==> config.mk <==
export PLATFORM = sky130hd
export DESIGN_NAME = midi_parser_flat
export DESIGN_NICKNAME = d
export VERILOG_FILES = /design/src/rtl/midi_parser_if.sv /design/src/rtl/midi_parser.sv /design/src/flat_wrapper.sv
export SDC_FILE = /design/constraint.sdc
export NUM_CORES = 1
export LEC_CHECK = 0
export BUFFER_PORTS_ARGS = -buffer_cell sky130_fd_sc_hd__buf_2
export CORE_AREA = 2 2 101 103
export CTS_CLUSTER_SIZE = 25
export DETAILED_ROUTE_END_ITERATION = 7
export DIE_AREA = 0 0 103 105
export PLACE_DENSITY = 0.86
export SLEW_MARGIN = 40
export SYNTH_ARGS = -nofsm -noshare
export SYNTH_HDL_FRONTEND = slang
export SYNTH_SLANG_ARGS = --single-unit
==> constraint.sdc <==
create_clock -name clk -period 3.2 [get_ports clk]
set_input_delay 0.16 -clock clk [delete_from_list [all_inputs] [get_ports clk]]
set_output_delay 0.16 -clock clk [all_outputs]
set_load 0.01 [all_outputs]
==> src/rtl/midi_parser_if.sv <==
// MIDI parser bus: incoming UART byte strobe plus the decoded-event
// FIFO head with its ready/valid handshake and sticky overflow flag.
// master = byte source / event consumer, slave = the parser.
interface midi_parser_if;
   logic        midi_send;   // one byte per pulse
   logic [7:0]  midi_data;   // received UART byte
   logic        ev_valid;    // FIFO head holds an event
   logic        ev_ready;    // consumer takes head when ev_valid
   logic [2:0]  ev_type;     // 0 NOTE_OFF .. 6 PITCH_BEND
   logic [3:0]  ev_chan;
   logic [6:0]  ev_d1;
   logic [6:0]  ev_d2;
   logic [13:0] ev_pb;       // {ev_d2, ev_d1}
   logic        overflow;    // sticky, event dropped on full FIFO

   modport master (
      output midi_send, midi_data, ev_ready,
      input  ev_valid, ev_type, ev_chan, ev_d1, ev_d2, ev_pb, overflow
   );

   modport slave (
      input  midi_send, midi_data, ev_ready,
      output ev_valid, ev_type, ev_chan, ev_d1, ev_d2, ev_pb, overflow
   );
endinterface

==> src/rtl/midi_parser.sv <==
// MIDI channel-voice byte parser feeding a small event FIFO.
// Ports: clk, reset (async active-low), bus (midi_parser_if.slave):
//   midi_send/midi_data in, ev_* head-of-FIFO out with ev_valid/ev_ready,
//   sticky overflow. Event appears one cycle after its final byte.
module midi_parser #(
   parameter logic [15:0] CHAN_MASK      = 16'hFFFF,
   parameter int          FIFO_DEPTH     = 4,   // power of two, >= 2
   parameter int          RUNNING_STATUS = 1
) (
   input  logic          clk,
   input  logic          reset,
   midi_parser_if.slave  bus
);

   localparam int PW = $clog2(FIFO_DEPTH);
   localparam int EW = 21;   // {type[2:0], chan[3:0], d1[6:0], d2[6:0]}

   typedef enum logic [1:0] {IDLE, WAIT_D1, WAIT_D2, SKIP} state_t;

   state_t     state, state_nxt;
   logic [3:0] stat_hi, stat_hi_nxt;   // stored status nibble (8..E), 0 = none
   logic [3:0] stat_ch, stat_ch_nxt;
   logic [6:0] d1_q, d1_nxt;

   logic       done;
   logic [2:0] done_type;
   logic [6:0] done_d1;
   logic [6:0] done_d2;

   // ---------------- parser ----------------
   always_ff @(posedge clk or negedge reset) begin
      if (!reset) begin
         state   <= IDLE;
         stat_hi <= '0;
         stat_ch <= '0;
         d1_q    <= '0;
      end else begin
         state   <= state_nxt;
         stat_hi <= stat_hi_nxt;
         stat_ch <= stat_ch_nxt;
         d1_q    <= d1_nxt;
      end
   end

   always_comb begin
      state_nxt   = state;
      stat_hi_nxt = stat_hi;
      stat_ch_nxt = stat_ch;
      d1_nxt      = d1_q;
      done        = 1'b0;
      // status nibble 8..E maps straight onto event type 0..6
      done_type   = stat_hi[2:0];
      done_d1     = d1_q;
      done_d2     = '0;
      if (bus.midi_send) begin
         if (bus.midi_data[7:3] == 5'b11111) begin
            // F8-FF real-time: transparent to the parser
         end else if (bus.midi_data[7:4] == 4'hF) begin
            // system common cancels running status; F0 opens a sysex to skip
            stat_hi_nxt = '0;
            stat_ch_nxt = '0;
            state_nxt   = (bus.midi_data[3:0] == 4'h0) ? SKIP : IDLE;
         end else if (bus.midi_data[7]) begin
            stat_hi_nxt = bus.midi_data[7:4];
            stat_ch_nxt = bus.midi_data[3:0];
            state_nxt   = WAIT_D1;
         end else begin
            unique case (state)
               WAIT_D1: begin
                  d1_nxt = bus.midi_data[6:0];
                  if (stat_hi == 4'hC || stat_hi == 4'hD) begin
                     done      = 1'b1;
                     done_d1   = bus.midi_data[6:0];
                     state_nxt = (RUNNING_STATUS != 0) ? WAIT_D1 : IDLE;
                  end else begin
                     state_nxt = WAIT_D2;
                  end
               end
               WAIT_D2: begin
                  done    = 1'b1;
                  done_d2 = bus.midi_data[6:0];
                  // note-on with zero velocity is a note-off
                  if (stat_hi == 4'h9 && bus.midi_data[6:0] == 7'd0)
                     done_type = 3'd0;
                  state_nxt = (RUNNING_STATUS != 0) ? WAIT_D1 : IDLE;
               end
               default: ;   // IDLE / SKIP drop data bytes
            endcase
         end
      end
   end

   // ---------------- event FIFO ----------------
   logic [EW-1:0] mem [FIFO_DEPTH];
   logic [PW-1:0] wr_ptr, rd_ptr;
   logic [PW:0]   count;
   logic          accept, full, pop, push;

   assign accept = done && CHAN_MASK[stat_ch];
   assign full   = (count == (PW+1)'(FIFO_DEPTH));
   assign pop    = (count != '0) && bus.ev_ready;
   // a pop in the same cycle frees the slot the push needs
   assign push   = accept && (!full || pop);

   always_ff @(posedge clk or negedge reset) begin
      if (!reset) begin
         wr_ptr       <= '0;
         rd_ptr       <= '0;
         count        <= '0;
         bus.overflow <= 1'b0;
         for (int i = 0; i < FIFO_DEPTH; i++)
            mem[i] <= '0;
      end else begin
         if (push) begin
            mem[wr_ptr] <= {done_type, stat_ch, done_d1, done_d2};
            wr_ptr      <= wr_ptr + PW'(1);
         end
         if (pop)
            rd_ptr <= rd_ptr + PW'(1);
         if (push && !pop)
            count <= count + (PW+1)'(1);
         else if (pop && !push)
            count <= count - (PW+1)'(1);
         if (accept && !push)
            bus.overflow <= 1'b1;
      end
   end

   assign bus.ev_valid = (count != '0);
   assign {bus.ev_type, bus.ev_chan, bus.ev_d1, bus.ev_d2} = mem[rd_ptr];
   assign bus.ev_pb = {bus.ev_d2, bus.ev_d1};

endmodule

==> src/flat_wrapper.sv <==
// flat-port wrapper written by rule: the top's interface ports become plain ports
module midi_parser_flat 
#(
   parameter logic [15:0] CHAN_MASK      = 16'hFFFF,
   parameter int          FIFO_DEPTH     = 4,                        
   parameter int          RUNNING_STATUS = 1
)
  (clk, reset, bus_midi_send, bus_midi_data, bus_ev_ready, bus_ev_valid, bus_ev_type, bus_ev_chan, bus_ev_d1, bus_ev_d2, bus_ev_pb, bus_overflow);
  midi_parser_if bus_i ();
  input  logic clk;
  input  logic reset;
  input wire logic [$bits(bus_i.midi_send)-1:0] bus_midi_send;
  input wire logic [$bits(bus_i.midi_data)-1:0] bus_midi_data;
  input wire logic [$bits(bus_i.ev_ready)-1:0] bus_ev_ready;
  output wire logic [$bits(bus_i.ev_valid)-1:0] bus_ev_valid;
  output wire logic [$bits(bus_i.ev_type)-1:0] bus_ev_type;
  output wire logic [$bits(bus_i.ev_chan)-1:0] bus_ev_chan;
  output wire logic [$bits(bus_i.ev_d1)-1:0] bus_ev_d1;
  output wire logic [$bits(bus_i.ev_d2)-1:0] bus_ev_d2;
  output wire logic [$bits(bus_i.ev_pb)-1:0] bus_ev_pb;
  output wire logic [$bits(bus_i.overflow)-1:0] bus_overflow;
  assign bus_i.midi_send = bus_midi_send;
  assign bus_i.midi_data = bus_midi_data;
  assign bus_i.ev_ready = bus_ev_ready;
  assign bus_ev_valid = bus_i.ev_valid;
  assign bus_ev_type = bus_i.ev_type;
  assign bus_ev_chan = bus_i.ev_chan;
  assign bus_ev_d1 = bus_i.ev_d1;
  assign bus_ev_d2 = bus_i.ev_d2;
  assign bus_ev_pb = bus_i.ev_pb;
  assign bus_overflow = bus_i.overflow;
  midi_parser #(.CHAN_MASK(CHAN_MASK), .FIFO_DEPTH(FIFO_DEPTH), .RUNNING_STATUS(RUNNING_STATUS)) u_core (.clk(clk), .reset(reset), .bus(bus_i));
endmodule
---- Word-level counts from Yosys, hierarchy flattened ----
Memories as Yosys holds them, arrays and structs flattened.
Index checks and enable logic that the tools add are counted.
cells by class
  $lt $le $gt $ge ......................... 4
  bitwise logic cells ..................... 5
  $add $sub $neg .......................... 4
  shifts and indexed selects .............. 0
  mux-type cells .......................... 41
  div/mod/pow operators ................... 0
  equality and inequality tests ........... 8
  $mul .................................... 0
  reductions and logical operators ........ 22
operator list
  kind                 number
  $bwmux 84            1
  $mux 7               11
  $mux 21              3
  $bmux 21 s2          1
  $demux 21 s2         1
  $mux 3               8
  $eq 4x4->1 const B   4
  $mux 4               4
  $logic_and 1x1->1    8
  $mux 2               4
  $logic_not 7->1      1
  $ge 3x3->1 const B   2
  $mux 1               6
  $not 2->3            2
  $reduce_and 3->1     2
  $eq 5x5->1 const B   1
  $lt 4x5->1 const B   1
  $reduce_and 5->1     1
  $add 2x1->2 const B  2
  $logic_not 4->1      1
  $pmux 2 s2           1
  $reduce_bool 2->1    2
  $reduce_bool 4->1    1
  $add 3x1->3 const B  1
  10 further kinds     15
storage, ports and cells
  bits in read-only memories .............. 16
  RAM bits ................................ 0
  bits in registers ....................... 109
  bits in latches ......................... 0
  output and inout bits ................... 37
  memories ................................ 1
memory list
  memory           words  width  rd ports  clocked after memory_dff  write ports  line               source
  (no name shown)  16     1      1         0                         0            midi_parser.sv:99  assign accept = done && CHAN_MASK[stat_ch];

---- Depth between registers and ports, before layout ----
Gate-level depths: netlist of the first run.
  depth after elaboration ................. 14
  mapped depth ............................ 13

---- Least setup slack after synthesis of the first run ----
No wires, ideal clock.
  kind .................................... register to register
  from .................................... register u_core.state[0]
  to ...................................... register u_core.count[2]
  setup slack ............................. 0.776 ns
  library setup time ...................... 0.079 ns
  data required time ...................... 3.121 ns
  arrival time ............................ 2.345 ns
  period minus slack after synthesis ...... 2.424 ns
  stages on the path, launching flop included .. 12
  path through ............................ dfrtp_1 -> inv_1 -> ha_1 -> nor2_2 -> nand2_1 -> inv_1 -> ha_1 -> inv_1 -> fa_1 -> xor2_1 -> nor2_1 -> xor2_1
on the way
  longest elaborated chain between the ends .. 11
  elaborated cells between the ends (all ways) .. 14
  those cells by class .................... 2 x eq/ne; 6 x mux; 6 x reduce/logical
RTL lines
  element                                   line                source
  from (decl)                               midi_parser.sv:20   state_t state, state_nxt;
  from (signal assigned)                    midi_parser.sv:38   state <= state_nxt;
  $eq 2x2->1 or $eq 2x1->1 (tied branches)  midi_parser.sv:68   unique case (state)
  $pmux 1 s2 (*)                            midi_parser.sv:68
  $mux 1 (*)                                midi_parser.sv:63   end else if (bus.midi_data[7]) begin
  $mux 1 (*)                                midi_parser.sv:58   end else if (bus.midi_data[7:4] == 4'hF) begin
  $mux 1 (*)                                midi_parser.sv:56   if (bus.midi_data[7:3] == 5'b11111) begin
  $mux 1 (*)                                midi_parser.sv:55   if (bus.midi_send) begin
  $logic_and 1x1->1 (*)                     midi_parser.sv:99
  $logic_and 1x1->1 (*)                     midi_parser.sv:103  assign push = accept && (!full || pop);
  net u_core.push                           midi_parser.sv:97   logic accept, full, pop, push;
  $logic_not 1->1                           midi_parser.sv:122  else if (pop && !push)
  $logic_and 1x1->1                         midi_parser.sv:122
  $reduce_bool 2->1 (no line)               --
  to (signal assigned)                      midi_parser.sv:121  count <= count + (PW+1)'(1);
  to (signal assigned)                      midi_parser.sv:123  count <= count - (PW+1)'(1);
  to (decl)                                 midi_parser.sv:96   logic [PW:0] count;
The timed path passes the listed nets; every way through them passes the cells marked *.
A chain may end at the register's enable or synchronous reset.

---- Final worst setup path of the first run ----
Same ends and word-level chain as after synthesis.

==> impl_summary.log, run 1 <==
INFO  metric antenna_found_initial = 0
INFO  metric avgSynthCellArea = 15.9 um^2
INFO  metric worst-r2r-setup-slack = 0.44 ns
INFO  metric synth.yosys.seq_area_share = 49.5%
INFO  metric finalCriticalPeriod = 2.76 ns
INFO  metric outcome = finished clean
INFO  metric worstHoldPathType = input pin to flop
INFO  metric floorplan.core_area = 9640 um^2
INFO  metric wire_length_of_the_first_global_routing_pass = 17300 um
INFO  metric maximum_number_of_pins_on_one_net_before_global_route_repair = 110
INFO  metric total_nets_after_synthesis = 367
INFO  metric gp_routability_congestion = 0.900
INFO  metric grt.overflow.total = 0
INFO  metric cts.repair.resized = 0
INFO  metric netlist_area = 5510 um^2
INFO  metric timing.setup.critical_path_class = flop to flop
INFO  metric timing.critical_path.arrival = 3.04 ns
INFO  metric post_route_met1_wirelength = 4720 um
INFO  metric wirelength = 10300 um
INFO  metric cp-end-kind = flop
INFO  metric cts-root-to-sink-buffers = 2
INFO  metric hold_viol = 0
INFO  metric highest_layer = met4
INFO  metric cts_tree = done
INFO  metric ctsRootBufferMaster = clkbuf_8
INFO  metric max-cap-violations = 0
INFO  metric design_power_total = 0.00468 W
INFO  metric setup_tns = 0 ns
INFO  metric critPathLaunchType = flop
INFO  metric place_hpwl = 6670 um
INFO  metric io_pins = 49
INFO  metric detail_route.drc_violations = 0
INFO  metric max-vdd-ir-drop = 0.000429 V
INFO  metric clock_pin_transition_on_the_worst_setup_and_hold_timing_paths = 0.10 ns
INFO  metric final_worst_setup_slack = 0.444 ns
INFO  metric synth_cells = 347
INFO  metric crit-reg2reg-capture = u_core.count[2]
INFO  metric die_width = 103 um
INFO  metric met3_length = 283 um
INFO  metric route.detailed.vias_per_inst = 5.73
INFO  metric worstMarginPinSlew = 0.653 ns
INFO  metric firstDrtPassIters = 4
INFO  metric area_growth = 7.04%
INFO  metric slew_viol_final = 0
INFO  metric numCtsBuffers = 9
INFO  metric diodes = 0
INFO  metric clock_skew = 0.0161 ns
INFO  metric initialDrtViolationCount = 133
INFO  metric io_buffer_count = 48
INFO  metric setup_viol = 0
INFO  metric final.period_utilization = 86.1%
INFO  metric floorplan.initialDensity = 57.1%
INFO  metric min_path_cells = 3
INFO  metric place_worst_setup_slack = 0.480 ns
INFO  metric post-route-util = 61.2%
INFO  metric die-area = 10800 um^2
INFO  metric leakagePower = 3.05 nW
INFO  metric vias_in_the_first_global_route = 3232
INFO  metric grtUsageTotal = 21.0%
INFO  metric grt_setup_unrepaired = false
INFO  metric hold_end = u_core.rd_ptr[1]
INFO  metric numClockSinks = 109
INFO  metric placement_rows = 36
INFO  metric max_freq = 363 MHz
INFO  metric fin_worst_hold_slack = 0.104 ns
INFO  metric yosys_warnings = 0
INFO  metric amount_of_wire_on_met2_after_detailed_routing = 5050 um
INFO  metric crit_path_max_fanout = 9
INFO  metric timing.hold.worst.start = bus_ev_ready
INFO  metric timing.reg2reg.worst_path_depth = 12
INFO  metric crit_required = 3.49 ns
INFO  metric overall_via_count_from_detail_route = 2958
INFO  metric route.antenna.remaining_nets = 0
INFO  metric count_of_distinct_cell_types_in_the_synthesized_netlist = 37
INFO  metric maxSlewHeadroom = 56.5%
INFO  metric timing.rr.start = u_core.state[0]
INFO  metric routedWlPerCell = 19.9 um
INFO  metric postSynthRegisterBits = 109
INFO  metric clock_tree.htree_level_count = 3
INFO  metric insertion_delay = 0.37 ns
INFO  metric drive_above_1_share = 51.2%
INFO  metric final_net_count = 399
INFO  metric die-height = 105 um
INFO  metric power.density_cell_area = 794 nW/um^2
worst max-delay path by stage:
stage,startpoint,to,slack (ns),depth (start not counted)
floorplan,u_core.state[0],u_core.count[2],0.78,11
global placement,u_core.state[1],u_core.count[2],0.61,12
detailed placement,u_core.state[0],u_core.count[2],0.48,12
CTS,u_core.state[0],u_core.count[2],0.43,12
global route,u_core.state[0],u_core.count[2],0.20,12
finish,u_core.state[0],u_core.count[2],0.44,12
cells in the mapped netlist:
cell	instances	share of area [%]
nor4_1	1	0.11
clkbuf_1	2	0.14
mux2_4	80	22
nor2_2	1	0.11
a21oi_1	1	0.091
o21bai_4	1	0.34
o211ai_1	1	0.14
nand2_1	5	0.34
a41oi_1	1	0.16
dfrtp_1	109	50
o31ai_1	2	0.27
xor2_1	2	0.32
nand3b_4	2	0.73
and2_1	6	0.68
xnor2_1	4	0.64
and3b_1	1	0.16
and3_1	2	0.23
ha_1	7	1.6
fa_1	1	0.36
mux2i_1	1	0.18
nor2_1	5	0.34
nand4_1	1	0.11
a31o_2	1	0.16
o21ai_0	8	0.73
a31oi_1	3	0.34
or3_1	1	0.11
buf_6	9	1.8
mux2_2	19	3.9
mux4_2	21	8.6
nor4b_1	2	0.32
buf_1	2	0.14
nor2_4	1	0.20
buf_2	2	0.18
nand3_1	8	0.73
buf_4	16	2.2
inv_1	14	0.95
nand3_4	4	1.3
metrics by stage:
step	std cells	instance area, um^2
CTS	516	5900
global placement	500	5720
global route	516	5900
floorplan	347	5510
finish	516	5900
detailed placement	500	5720
layout make-up:
type	count	area [um^2]
sequential	109	2730
clock inverter	5	36.3
fill	735	3740
inverter	14	52.6
timing repair buffer	52	300
tap	133	166
multi-input combinational	193	2480
clock buffer	10	128
logic make-up after synthesis:
family          after synthesis  share of synthesized area, %
mux                         121                          34.5
flops                       109                          49.5
buf+inv                      45                          5.43
simple gates                 40                          5.45
compound gates               18                          2.23
fa+ha+maj                     8                          1.95
xor+xnor                      6                         0.954
cells in the final DEF, fill, tap and decap left out, types with 2 or more instances in the layout:
cell,n
a31oi_1,3
and2_1,6
and3_1,2
buf_12,2
buf_2,47
buf_4,2
clkbuf_8,9
clkinvlp_4,3
dfrtp_1,109
ha_1,7
inv_1,14
mux2_2,19
mux2_4,80
mux4_2,21
nand2_1,5
nand3_1,8
nand3_4,4
nand3b_4,2
nor2_1,5
nor4b_1,2
o21ai_0,8
o31ai_1,2
xnor2_1,4
xor2_1,2
flip-flops by register name, summed over array words and instances (netlist names):
| name | count |
|---|---|
| u_core.bus.overflow | 1 |
| u_core.count | 3 |
| u_core.d1_q | 7 |
| u_core.mem | 84 |
| u_core.rd_ptr | 2 |
| u_core.stat_ch | 4 |
| u_core.stat_hi | 4 |
| u_core.state | 2 |
| u_core.wr_ptr | 2 |
where the power goes:
part | internal, W | switching, W | total [W]
logic | 0.00105 | 0.000762 | 0.00181
registers | 0.00180 | 0.000334 | 0.00213
clock network | 0.000281 | 0.000459 | 0.000740
total | 0.00312 | 0.00155 | 0.00468
worst max-delay path, cell delays in order (launching register included):
cell      delay (ns)
dfrtp_1         0.40
inv_1           0.08
ha_1            0.18
and3b_1         0.35
o21bai_4        0.27
nand2_1         0.17
inv_1           0.10
ha_1            0.19
inv_1           0.07
fa_1            0.43
xor2_1          0.17
nor2_1          0.12
xor2_1          0.14
timing repair:
action / 4_1_cts / 5_1_grt
hold buffers: 1 / 0
buffers inserted: 0 / 0
endpoints found under the hold margin: 109 / 0
routing by layer:
| metal | global-route usage [%] | vias to the layer above |
|---|---|---|
| met5 | 0 | - |
| met4 | 7.89 | 0 |
| met3 | 2.88 | 17 |
| met2 | 32.1 | 59 |
| met1 | 30.5 | 1583 |
| li1 | - | 1299 |
Note: power is estimated with default switching activity, not from simulation.
==> run 2, diff against run 1 <==
- CORE_AREA: 2 2 101 103 -> 2 2 104 106
- DIE_AREA: 0 0 103 105 -> 0 0 106 108
- PLACE_DENSITY: 0.86 -> 0.85
- clock period: 3.2 -> 2.4 ns (I/O delays scaled with it)
==> run 2 against run 1 <==
Die area increased by 5.9%. Sequential share of layout area shrank 1.4 points. Clock-buffer cell count unchanged. Maximum frequency rose by 19%. Non-clock buffer count rose by 14. Core utilization decreased by 1.8 points. Hold slack worse by 0.040 ns. Sequential power is 30% higher. Global-route usage is 1.2 points lower. Critical path depth did not move. Via count increased by 2.4%. Largest cell class unchanged.
==> impl_summary.log, run 2 (same netlist as run 1, synthesis figures left out) <==
INFO  metric outcome = finished clean
INFO  metric io_pins = 49 (unchanged)
INFO  metric register_with_the_most_flip_flops = u_core.mem
INFO  metric vias_in_the_first_global_route = 3348 (+3.6%)
INFO  metric critPathLaunchType = flop
INFO  metric highest_layer = met4
INFO  metric placement_rows = 37 (+2.8%)
INFO  metric critical_path.cell_chain = inv_2 > ha_2 > and3b_2 > o21bai_4 > nand2_2 > inv_1 > ha_2 > inv_1 > fa_2 > xor2_1 > nor2_1 > xor2_1
INFO  metric met3_length = 500 um (+77%)
INFO  metric place_hpwl = 7490 um (+12%)
INFO  metric numCtsBuffers = 9 (unchanged)
INFO  metric layout_commonest_cell = dfrtp_1
INFO  metric reg.largest.list = u_core.mem: 84 flops, u_core.d1_q: 7 flops
INFO  metric setup_viol = 0 (unchanged)
INFO  metric die_width = 106 um (+2.9%)
INFO  metric grt_setup_unrepaired = false
INFO  metric max_freq = 432 MHz (+19%)
INFO  metric io_buffer_count = 48 (unchanged)
INFO  metric max_stage_delay = 0.41 ns (-0.02 ns)
INFO  metric worstMarginPinSlew = 0.697 ns (+0.0440 ns)
INFO  metric max-cap-violations = 0 (unchanged)
INFO  metric grt.overflow.total = 0 (unchanged)
INFO  metric die-height = 108 um (+2.9%)
INFO  metric cp-end-kind = flop
INFO  metric setup_tns = 0 ns (unchanged)
INFO  metric route.antenna.remaining_nets = 0 (unchanged)
INFO  metric timing.setup.critical_path_class = flop to flop
INFO  metric slew_viol_final = 0 (unchanged)
INFO  metric max_ffs_per_register = 84 (unchanged)
INFO  metric cts_tree = done
INFO  metric clock_tree.htree_level_count = 3 (unchanged)
INFO  metric power.density_cell_area = 1060 nW/um^2 (+34%)
INFO  metric design_power_total = 0.00647 W (+38%)
INFO  metric ctsRootBufferMaster = clkbuf_8
INFO  metric max-vdd-ir-drop = 0.000583 V (+36%)
INFO  metric grtUsageTotal = 19.7% (-1.2 points)
INFO  metric slowest_cell_on_crit_path = dfrtp_1
INFO  metric hold_viol = 0 (unchanged)
INFO  metric detail_route.drc_violations = 0 (unchanged)
INFO  metric gp_routability_congestion = 0.846 (-5.9%)
INFO  metric route.detailed.vias_per_inst = 5.67 (-1.1%)
INFO  metric maxSlewHeadroom = 53.5% (-2.9 points)
INFO  metric overall_via_count_from_detail_route = 3028 (+2.4%)
INFO  metric area_growth = 10.4%
INFO  metric finalCriticalPeriod = 2.31 ns (-0.443 ns)
INFO  metric insertion_delay = 0.37 ns (about the same)
INFO  metric drive_above_1_share = 54.3% (+3.1 points)
INFO  metric die-area = 11400 um^2 (+5.9%)
INFO  metric firstDrtPassIters = 4 (unchanged)
INFO  metric crit_required = 2.69 ns (-0.80 ns)
INFO  metric diodes = 0 (unchanged)
INFO  metric maximum_number_of_pins_on_one_net_before_global_route_repair = 55 (-50%)
INFO  metric floorplan.initialDensity = 53.8% (-3.3 points)
INFO  metric floorplan.core_area = 10200 um^2 (+6.1%)
INFO  metric post_cts.repair.setup_buffers = 0 (unchanged)
INFO  metric cts-root-to-sink-buffers = 2 (unchanged)
INFO  metric initialDrtViolationCount = 149 (+12%)
INFO  metric final_net_count = 413 (+3.5%)
INFO  metric leakagePower = 3.15 nW (+3.1%)
INFO  metric cell_family_with_the_largest_share_of_critical_path_delay = adder cells
INFO  metric worstHoldPathType = input pin to flop
INFO  metric antenna_found_initial = 0 (unchanged)
INFO  metric layout.cells.most_common_list = dfrtp_1 (109), mux2_4 (80), buf_2 (47), mux4_2 (21), mux2_2 (19)
INFO  metric routedWlPerCell = 20.2 um (+1.6%)
INFO  metric worst-path-buf-inv = 3 (unchanged)
INFO  metric crit_path_max_fanout = 3 (-6)
INFO  metric wire_length_of_the_first_global_routing_pass = 17500 um (+0.87%)
INFO  metric final.period_utilization = 96.4% (+10 points)
INFO  metric wirelength = 10800 um (+5.1%)
INFO  metric amount_of_wire_on_met2_after_detailed_routing = 5300 um (+5.0%)
INFO  metric post_route_met1_wirelength = 4710 um (-0.23%)
INFO  metric numClockSinks = 109 (unchanged)
INFO  metric filler_cell_count = 750 (+2.0%)
INFO  metric clock_pin_transition_on_the_worst_setup_and_hold_timing_paths = 0.10 ns (about the same)
INFO  metric timing.critical_path.arrival = 2.61 ns (-0.43 ns)
INFO  metric clock_skew = 0.00985 ns (-0.00629 ns)
==> run 2: cell types whose count changed in the layout (fill, tap and decap cells not counted), moves of 2 or more <==
cell and change:
ha_2 +2, buf_12 +2, buf_4 +12, ha_1 -2
==> run 2: repair_timing <==
item,in CTS,in global routing
gates resized for setup,0,5
hold endpoints to repair,51,0
endpoints found under the setup margin,0,1
hold buffers,1,0
==> run 2: routing by layer <==
| layer | vias up | GRT usage (%) |
|---|---|---|
| li1 | 1322 | - |
| met3 | 29 | 3.86 |
| met4 | 0 | 7.52 |
| met1 | 1596 | 26.1 |
| met5 | - | 0 |
| met2 | 81 | 32.7 |
==> run 2: final timing paths <==
path                                  start                 to  slack (ns)  cells past startpoint
hold / removal             bus_midi_data[7]  u_core.stat_hi[3]        0.06                      2
setup / recovery            u_core.state[0]    u_core.count[2]        0.09                     12
setup reg to reg            u_core.state[0]    u_core.count[2]        0.09                     12
min in group asynchronous             reset     u_core.mem[23]        0.33                      2
max in group asynchronous             reset     u_core.mem[54]        1.19                      3
hold reg to reg            u_core.rd_ptr[1]   u_core.rd_ptr[1]        0.49                      1
==> run 2: stage by stage <==
| stage | hold WS (ns) | cell area [um^2] | instances | util [%] | setup WS (ns) |
|---|---|---|---|---|---|
| final | 0.0643 | 6080 | 534 | 59.4 | 0.0867 |
| after global routing | 0.0596 | 6080 | 534 | 59.4 | 0.0116 |
| after CTS | 0.0422 | 6070 | 534 | 59.3 | 0.00600 |
| after detailed placement | 0.211 | 5860 | 517 | 57.3 | 0.0553 |
| after global placement | 0.195 | 5860 | 517 | 57.3 | 0.191 |
| after floorplan | -0.176 | 5520 | 347 | - | 0.0478 |
==> run 2: area by class of cell <==
class,count,area (um^2),area share [%]
clock inverters,6,72.6,1.19
multi-input cells,193,2500,41.1
repair buffers,66,430,7.08
flip-flops and latches,109,2730,44.9
well taps,136,170,2.80
inverters,14,52.6,0.865
clock buffers,10,128,2.10
==> run 2: power breakdown <==
| part | total (W) | switching, W | leakage, nW | internal (W) |
|---|---|---|---|---|
| clock | 0.00112 | 0.000631 | 0.0906 | 0.000492 |
| sequential | 0.00277 | 0.000369 | 1.44 | 0.00240 |
| combinational | 0.00258 | 0.00112 | 1.62 | 0.00145 |
==> run 2: worst register-to-register path: stages, from the launching register on <==
cell	delay, ns
dfrtp_1	0.41
inv_2	0.07
ha_2	0.19
and3b_2	0.22
o21bai_4	0.13
nand2_2	0.09
inv_1	0.07
ha_2	0.18
inv_1	0.06
fa_2	0.38
xor2_1	0.17
nor2_1	0.12
xor2_1	0.15
